**config.mk**
```make
export PLATFORM = sky130hd
export DESIGN_NAME = mmio_uart_tx
export DESIGN_NICKNAME = d
export VERILOG_FILES = /design/src/rtl/mmio_uart_tx.sv
export SDC_FILE = /design/constraint.sdc
export NUM_CORES = 1
export LEC_CHECK = 0
export CORE_MARGIN = 2
export CORE_UTILIZATION = 54
export DETAILED_ROUTE_END_ITERATION = 10
export PLACE_DENSITY = 0.88
export SYNTH_ARGS = -nofsm -noshare
export SYNTH_HDL_FRONTEND = slang
export SYNTH_SLANG_ARGS = --single-unit
```
**constraint.sdc**
```tcl
create_clock -name clk -period 4.7 [get_ports clk]
set_input_delay 0.47 -clock clk [delete_from_list [all_inputs] [get_ports clk]]
set_output_delay 0.47 -clock clk [all_outputs]
set_load 0.01 [all_outputs]
```
**src/rtl/mmio_uart_tx.sv**
```systemverilog
// mmio_uart_tx: memory-mapped UART transmitter with TX FIFO, programmable baud divider and 8N1 frames.
// Define UART_PARITY_EN for 8E1 frames with an even-parity bit.
module mmio_uart_tx #(
  parameter logic [31:0] BASE_ADDR  = 32'h0000_F000,
  parameter int          FIFO_DEPTH = 8,
  parameter logic [15:0] DIV_RESET  = 16'd868
) (
  input  logic        clk,
  input  logic        reset,
  input  logic        memwrite,
  input  logic [2:0]  memsize,
  input  logic [31:0] addr,
  input  logic [31:0] writedata,
  output logic [31:0] readdata,
  output logic        hit,
  output logic        tx,
  output logic        busy
);
  localparam int AW = $clog2(FIFO_DEPTH);
  localparam int CW = AW + 1;
`ifdef UART_PARITY_EN
  localparam logic PAR_EN = 1'b1;
`else
  localparam logic PAR_EN = 1'b0;
`endif
  typedef enum logic [2:0] {
    IDLE,
    START,
    DATA,
`ifdef UART_PARITY_EN
    PARITY,
`endif
    STOP
  } state_t;
  state_t          state_q, state_d;
  logic [7:0]      mem_q [FIFO_DEPTH];
  logic [7:0]      mem_d [FIFO_DEPTH];
  logic [AW-1:0]   wr_ptr_q, wr_ptr_d, rd_ptr_q, rd_ptr_d;
  logic [CW-1:0]   count_q, count_d;
  logic            overflow_q, overflow_d;
  logic [15:0]     div_q, div_d, cnt_q, cnt_d;
  logic [2:0]      bit_q, bit_d;
  logic [7:0]      shift_q, shift_d;
  logic            tx_q, tx_d, busy_q, busy_d;
  logic [1:0]      sel;
  logic            wr_en, push, push_ok, pop, full, empty, bit_end, ov_clr;
  logic [7:0]      head;
  logic [31:0]     status;
  logic            unused_bits;
`ifdef UART_PARITY_EN
  logic            par_q, par_d;
`endif
  assign unused_bits = ^{memsize, addr[1:0], writedata[31:16]};
  assign hit     = addr[31:4] == BASE_ADDR[31:4];
  assign sel     = addr[3:2];
  assign wr_en   = memwrite & hit;
  assign push    = wr_en & (sel == 2'd0);
  assign full    = count_q == CW'(FIFO_DEPTH);
  assign empty   = count_q == '0;
  assign push_ok = push & ~full;
  assign ov_clr  = wr_en & (sel == 2'd1) & writedata[3];
  assign head    = mem_q[rd_ptr_q];
  assign bit_end = cnt_q >= div_q - 16'd1;
  assign tx      = tx_q;
  assign busy    = busy_q;
  assign status  = {16'b0, 8'(count_q), 3'b0, PAR_EN, overflow_q, busy_q, empty, full};
  assign readdata = !hit ? 32'b0 : (sel == 2'd1) ? status : (sel == 2'd2) ? {16'b0, div_q} : 32'b0;
  always_comb begin
    mem_d = mem_q;
    if (push_ok) mem_d[wr_ptr_q] = writedata[7:0];
    wr_ptr_d   = wr_ptr_q + AW'(push_ok);
    rd_ptr_d   = rd_ptr_q + AW'(pop);
    count_d    = count_q + CW'(push_ok) - CW'(pop);
    overflow_d = (push & full) | (overflow_q & ~ov_clr);
    div_d      = (wr_en && sel == 2'd2) ? ((writedata[15:0] < 16'd2) ? 16'd2 : writedata[15:0]) : div_q;
  end
  // A shortened divisor makes bit_end true at once, so the current bit ends on the next cycle.
  always_comb begin
    state_d = state_q;
    cnt_d   = (state_q == IDLE) ? 16'd0 : (bit_end ? 16'd0 : cnt_q + 16'd1);
    bit_d   = bit_q;
    shift_d = shift_q;
    tx_d    = tx_q;
    pop     = 1'b0;
    case (state_q)
      IDLE: if (!empty) begin
        pop     = 1'b1;
        shift_d = head;
        state_d = START;
        tx_d    = 1'b0;
      end
      START: if (bit_end) begin
        state_d = DATA;
        bit_d   = 3'd0;
        tx_d    = shift_q[0];
      end
      DATA: if (bit_end) begin
        shift_d = shift_q >> 1;
        if (bit_q == 3'd7) begin
`ifdef UART_PARITY_EN
          state_d = PARITY;
          tx_d    = par_q;
`else
          state_d = STOP;
          tx_d    = 1'b1;
`endif
        end else begin
          bit_d = bit_q + 3'd1;
          tx_d  = shift_q[1];
        end
      end
`ifdef UART_PARITY_EN
      PARITY: if (bit_end) begin
        state_d = STOP;
        tx_d    = 1'b1;
      end
`endif
      STOP: if (bit_end) begin
        if (!empty) begin
          pop     = 1'b1;
          shift_d = head;
          state_d = START;
          tx_d    = 1'b0;
        end else begin
          state_d = IDLE;
          tx_d    = 1'b1;
        end
      end
      default: begin
        state_d = IDLE;
        tx_d    = 1'b1;
      end
    endcase
    busy_d = state_d != IDLE;
  end
`ifdef UART_PARITY_EN
  assign par_d = pop ? ^head : par_q;
  always_ff @(posedge clk) begin
    if (reset) par_q <= 1'b0;
    else par_q <= par_d;
  end
`endif
  always_ff @(posedge clk) begin
    mem_q <= mem_d;
  end
  always_ff @(posedge clk) begin
    if (reset) begin
      state_q    <= IDLE;
      wr_ptr_q   <= '0;
      rd_ptr_q   <= '0;
      count_q    <= '0;
      overflow_q <= 1'b0;
      div_q      <= DIV_RESET;
      cnt_q      <= 16'd0;
      bit_q      <= 3'd0;
      shift_q    <= 8'd0;
      tx_q       <= 1'b1;
      busy_q     <= 1'b0;
    end else begin
      state_q    <= state_d;
      wr_ptr_q   <= wr_ptr_d;
      rd_ptr_q   <= rd_ptr_d;
      count_q    <= count_d;
      overflow_q <= overflow_d;
      div_q      <= div_d;
      cnt_q      <= cnt_d;
      bit_q      <= bit_d;
      shift_q    <= shift_d;
      tx_q       <= tx_d;
      busy_q     <= busy_d;
    end
  end
endmodule

```
* Word level (Yosys, flattened, before mapping)
Cells that the tools add are included.
** Word-level totals
- Output and inout port bits :: 35
- RAM bits :: 0
- Bits in latches :: 0
- Memories :: 0
- Register bits after elaboration :: 123
- Bits of input ports :: 70
- Word-level logic and storage cells :: 103
- Bits in read-only memories :: 0
** Cells by class
- Reductions and logical operators :: 12
- Div/mod/pow operators :: 0
- Shift operators :: 0
- Bitwise operators :: 12
- $lt $le $gt $ge :: 5
- Eq/ne operators :: 13
- Multipliers :: 0
- Muxes and demuxes :: 35
- Add/sub/neg operators :: 7
** Operator list (number)
- 64-bit bitwise mux :: 1
- 16-bit 2-to-1 mux :: 4
- 8-bit 2-to-1 mux :: 6
- 28-bit by 12-bit == test with 1-bit output, second input constant :: 1
- 8-bit binary-select mux with 3-bit select :: 1
- 8-bit demux with 3-bit select :: 1
- 3-bit 2-to-1 mux :: 8
- 8-bit case mux with 3 select lines :: 1
- 16-bit by 1-bit adder with 16-bit output, second input constant :: 1
- 16-bit >= comparator :: 1
- 16-bit by 2-bit less-than comparator with 1-bit output, second input constant :: 1
- 16-bit by 1-bit subtractor with 16-bit output, second input constant :: 1
- 3-bit case mux with 4 select lines :: 1
- 2-bit != test, second input constant :: 5
- 1-bit 2-to-1 mux :: 9
- 4-bit >= comparator, second input constant :: 2
- 3-bit inverter with 4-bit output :: 2
- 4-bit AND reduction :: 2
- 1-bit bitwise AND :: 7
- 3-bit by 1-bit adder with 3-bit output :: 2
- 3-bit by 2-bit == test with 1-bit output, second input constant :: 2
- 3-bit case mux with 2 select lines :: 1
- 3-bit nonzero test :: 2
- 4-bit by 1-bit adder with 4-bit output :: 1
- 19 further kinds :: 21

* Logic depth before layout (Yosys ltp)
- Depth after elaboration :: 7
- Gate-level depth with buffers :: 19
- Depth with buffers taken out :: 19

* Worst setup path before layout
Ideal clock, no wire load.
- Kind :: reg2reg
- From :: register div_q[0]
- To :: register count_q[3]
- Cell stages (with the launch flop) :: 18
- Library setup time :: 126 ps
- Slack :: 936 ps
- Clock period less this slack :: 3764 ps
- Path buffers :: 0
- Required time :: 4574 ps
- Arrival :: 3638 ps
- Cell sequence :: dfxtp_1 > nor3_1 > nor3b_1 > nand3_1 > nor3_1 > xnor2_1 > ha_1 > nand4_1 > nor4_1 > o21ai_1 > a31oi_1 > o21ai_0 > or2_1 > ha_1 > a21o_1 > a21oi_1 > xnor2_1 > nor2_1
** Between the ends
- Cells in the longest elaborated chain, start to end :: 5
** RTL lines
- from (decl) :: line 41 : logic [15:0] div_q, div_d, cnt_q, cnt_d;
- from (signal assigned) :: line 165 : div_q <= div_d;
- 16-bit by 1-bit subtractor with 16-bit output :: line 63 : assign bit_end = cnt_q >= div_q - 16'd1;
- 16-bit >= comparator :: line 63
- 1-bit 2-to-1 mux :: line 118 : STOP: if (bit_end) begin
- 1-bit case mux with 2 select lines :: line 85 : case (state_q)
- 4-bit by 1-bit subtractor with 4-bit output :: line 73 : count_d = count_q + CW'(push_ok) - CW'(pop);
- to (signal assigned) :: line 163 : count_q <= count_d;
- to (decl) :: line 39 : logic [CW-1:0] count_q, count_d;
Every way passes these cells.
A chain may end at the register's enable or synchronous reset.

* Final worst setup path
Same ends and word-level chain as after synthesis.

==> results by group <==
Global routing
  – Initial antenna violation count: 0
  – Vias in the first global route: 4,741
  – GRT overflow: 0
  – Tot GR Track Use: 0.243
  – First-pass GRT wire length: approximately 23 mm
  – Maximum number of pins on one net before global-route repair: 55

Worst setup path
  – CP startpoint kind: flip-flop
  – Crit end category: flip-flop
  – FF-to-FF Start: div_q[0]$_SDFFE_PP0P_
  – Critical path arrival: approximately 4800 ps
  – Reg2reg end: count_q[3]$_SDFF_PP0_
  – Crit path max-delay cell type: dfxtp_1
  – CP max stage delay: around 370 ps
  – Worst R2R Setup Slack: between 100 and 150 ps
  – Kind of critical path: flip-flop to flip-flop
  – CP Cell Sequence: nor3_2 -> nor3b_1 -> nand3_1 -> nor3_1 -> xnor2_1 -> ha_1 -> nand4_1 -> nor4_1 -> o21ai_1 -> a31oi_1 -> o21ai_0 -> or2_1 -> ha_1 -> a21o_1 -> a21oi_1 -> xnor2_1 -> nor2_1
  – Crit Path Max Fanout: 5
  – Buf/Inv on CP: 0
  – Critical Path RT: 4960 ps
  – R2R depth: 17
  – Worst path top cell family by delay: simple AND/OR/NAND/NOR gates

Placed design
  – Number of port buffers: 67
  – Worst slack, placed: approximately 290 ps
  – Placed cell area: approximately 7000 µm²
  – Cells after DPL: 736
  – Placer Congestion: 0.835
  – Post-DP HPWL: around 9.8 mm

Routing
  – Detailed-router iteration count before antenna repair: 5
  – Final WL: roughly 15 mm
  – Drt via density: 5.95
  – DRT antenna net count: 0
  – # DRC: 0
  – Via count: roughly 4.6k
  – Iter 0 DRT Violations: approximately 430
  – WL/cell: approximately 19 µm

Cells and area
  – Final nets: roughly 710
  – # fillers: between 700 and 800
  – Final core occ: 0.664
  – Ant diodes: 0
  – Area grow syn2layout: 21.2%
  – Most frequent cells in the layout: clkdlybuf4s50_1, edfxtp_1, dfxtp_1
  – Post-Layout Cell Count: 768
  – Commonest non-fill, non-tap cell in the layout: clkdlybuf4s50_1
  – Post-layout instance area: ~7500 µm²
  – Share of layout cells above drive strength 1: 0.125

CTS
  – Reg clk slew, reported paths: 50 ps
  – Skew-Pair Late Insertion Delay: 420 ps
  – Clk sink count: 123
  – Clock root buffer: clkbuf_16
  – Clock Tree Buf Depth: 2
  – Total CTS buffers: 17
  – Hold_buf cts: 0
  – H-tree depth: 4
  – CTS tree: built

STA
  – Worst setup margin: between 100 and 150 ps
  – Slew headroom: 0.271
  – Final Hold Fails: 0
  – Worst Skew: ~9.0 ps
  – Tcrit/Tclk final: 0.968
  – Setup violators final: 0
  – Worst slew pin tran: 1090 ps
  – Tmin final: between 4000 and 5000 ps
  – F_max: roughly 220 MHz
  – Slew Limit Fails: 0

Power and ir drop
  – Clk pwr share: 0.407
  – Lkg Pwr: about 2.7 nW
  – Logic pwr share: 0.184
  – Sequential power share: 0.409
  – Power Internal: around 2.2 mW
  – Peak VDD IR: between 200 and 300 µV
  – Pwr Density: about 400 nW/µm²
  – Sw Share: 0.260
  – Switch Pwr: between 0.7 and 0.8 mW

Floorplan
  – Die height: 111 µm
  – Die area: approximately 12,000 µm²
  – Core area: around 11,000 µm²
  – Die X: 111 µm
  – Boundary Pins: 105
  – Initial core utilization: 0.548
  – # rows: 39

Synth
  – Main synth FF type: edfxtp_1
  – Area share of the largest cell type after synthesis: 0.310
  – Async SR Flop Fraction: 0
  – Avg Inst Size Synth: 11.5 µm²
  – Gate Count Post-Synth: approximately 540
  – Ys Warns: 0
  – Yosys cell types: 64
  – Synth Cell Area: 6200 µm²
  – Synth area leaders: edfxtp_1, dfxtp_1, mux4_2, ha_1, nor2_1
  – Post-synth EDFFs: 64
  – Leading area contributor after synthesis: edfxtp_1
  – Synthesized flop and latch total: ~120
  – Sequential share of the synthesized area: 0.501

Min path
  – Number of cells on the worst hold path: 2
  – Endpoint, Worst Hold: shift_q[2]$_SDFFE_PP0P_
  – Hold Crit Class: flip-flop to flip-flop
  – Hold Path Origin: shift_q[2]$_SDFFE_PP0P_

Job
  – Max-cap violation count: 0

Status
  – Run status: finished clean
==> timing repair <==
| item | CTS | global route |
|---|---|---|
| hold endpoints to repair | 0 | 0 |
| setup endpoints to repair | 0 | 2 |
| buffers inserted | 0 | 0 |
| gates resized for setup | 0 | 1 |
==> state kept, by name, summed over array words and instances, names as in the netlist <==
name        flops
rd_ptr_q        3
bit_q           3
state_q         3
wr_ptr_q        3
busy            1
overflow_q      1
cnt_q          16
tx              1
count_q         4
shift_q         8
div_q          16
mem_q          64
==> synthesized netlist by cell type (2+ instances only) <==
library cell  number
nor2_1            55
nor2_2             2
dfxtp_1           59
nor3b_1            7
nor2b_1            8
mux2i_1           16
a22oi_1           15
nand3_1           11
inv_1             13
o21ai_0            7
mux4_2            16
nor4b_1            2
xor2_1            11
buf_4             16
nor4_1            11
a21oi_1           13
nand3b_1           6
a22o_1             2
nor2_4             8
nor3_1            12
nand2b_1          11
nand4_1            7
xnor2_1           23
a211o_1            8
or2_2              2
nand2_1           31
buf_2              4
clkbuf_1          14
or4_1              2
buf_1              4
ha_1              28
and3_1            16
o21ai_1            2
a31oi_1            4
edfxtp_1          64
==> routing by layer <==
layer	GRT usage	part of all wire
met1	0.287	0.39
met2	0.427	0.51
met3	0.0563	0.077
met4	0.101	0.026
met5	0	0
==> worst min-delay path: stages (launching register included) <==
cell      delay [ps]
dfxtp_1          310
nand2b_1          60
mux2i_1           60
==> final cells by class <==
type,count,area (µm²),share of cell area
sequential,123,3100,0.413
multi-input combinational,379,2880,0.383
timing repair buffer,77,741,0.0986
clock buffer,19,433,0.0576
tap,143,179,0.0238
clock inverter,13,126,0.0168
inverter,14,52.6,0.00699
==> stage by stage <==
step	TNS, ps	hold WS (ps)	power, mW
global route	-17.5	514	3.13
CTS	0	484	3.02
floorplan	0	446	1.63
finish	0	483	3.01
detailed placement	0	472	1.79
global placement	0	462	1.76
==> power groups by stage <==
stage / Combinational, mW / Sequential, mW / Clock (mW)
floorplan: 0.404 / 1.23 / 0
global placement: 0.514 / 1.25 / 0
detailed placement: 0.543 / 1.25 / 0
CTS: 0.551 / 1.23 / 1.24
global route: 0.607 / 1.23 / 1.29
finish: 0.554 / 1.23 / 1.22
==> worst max-delay path by stage <==
stage                          start                    end  slack [ps]  cells past startpoint
3_5_place_dp   div_q[0]$_SDFFE_PP0P_  count_q[3]$_SDFF_PP0_         290                     17
4_1_cts        div_q[0]$_SDFFE_PP0P_  count_q[3]$_SDFF_PP0_         190                     17
2_1_floorplan  div_q[0]$_SDFFE_PP0P_  count_q[3]$_SDFF_PP0_         940                     17
6_report       div_q[0]$_SDFFE_PP0P_  count_q[3]$_SDFF_PP0_         150                     17
3_3_place_gp   div_q[0]$_SDFFE_PP0P_  count_q[3]$_SDFF_PP0_         460                     17
5_1_grt        div_q[0]$_SDFFE_PP0P_  count_q[3]$_SDFF_PP0_         -20                     17
==> cells by family (layout without fill, tap and decap cells) <==
family                   Yosys count  count (layout)  synth area share
adder cells (fa/ha/maj)           29              29            0.0597
flip-flops                       123             123             0.501
buffers and inverters             53             123            0.0452
multiplexers                      33              33            0.0858
AND/OR/NAND/NOR                  200             200             0.179
AO/OA/AOI/OAI                     66              66            0.0815
XOR/XNOR                          34              34            0.0480
other                              1              17          0.000605
(Power assumes the default switching activity.)
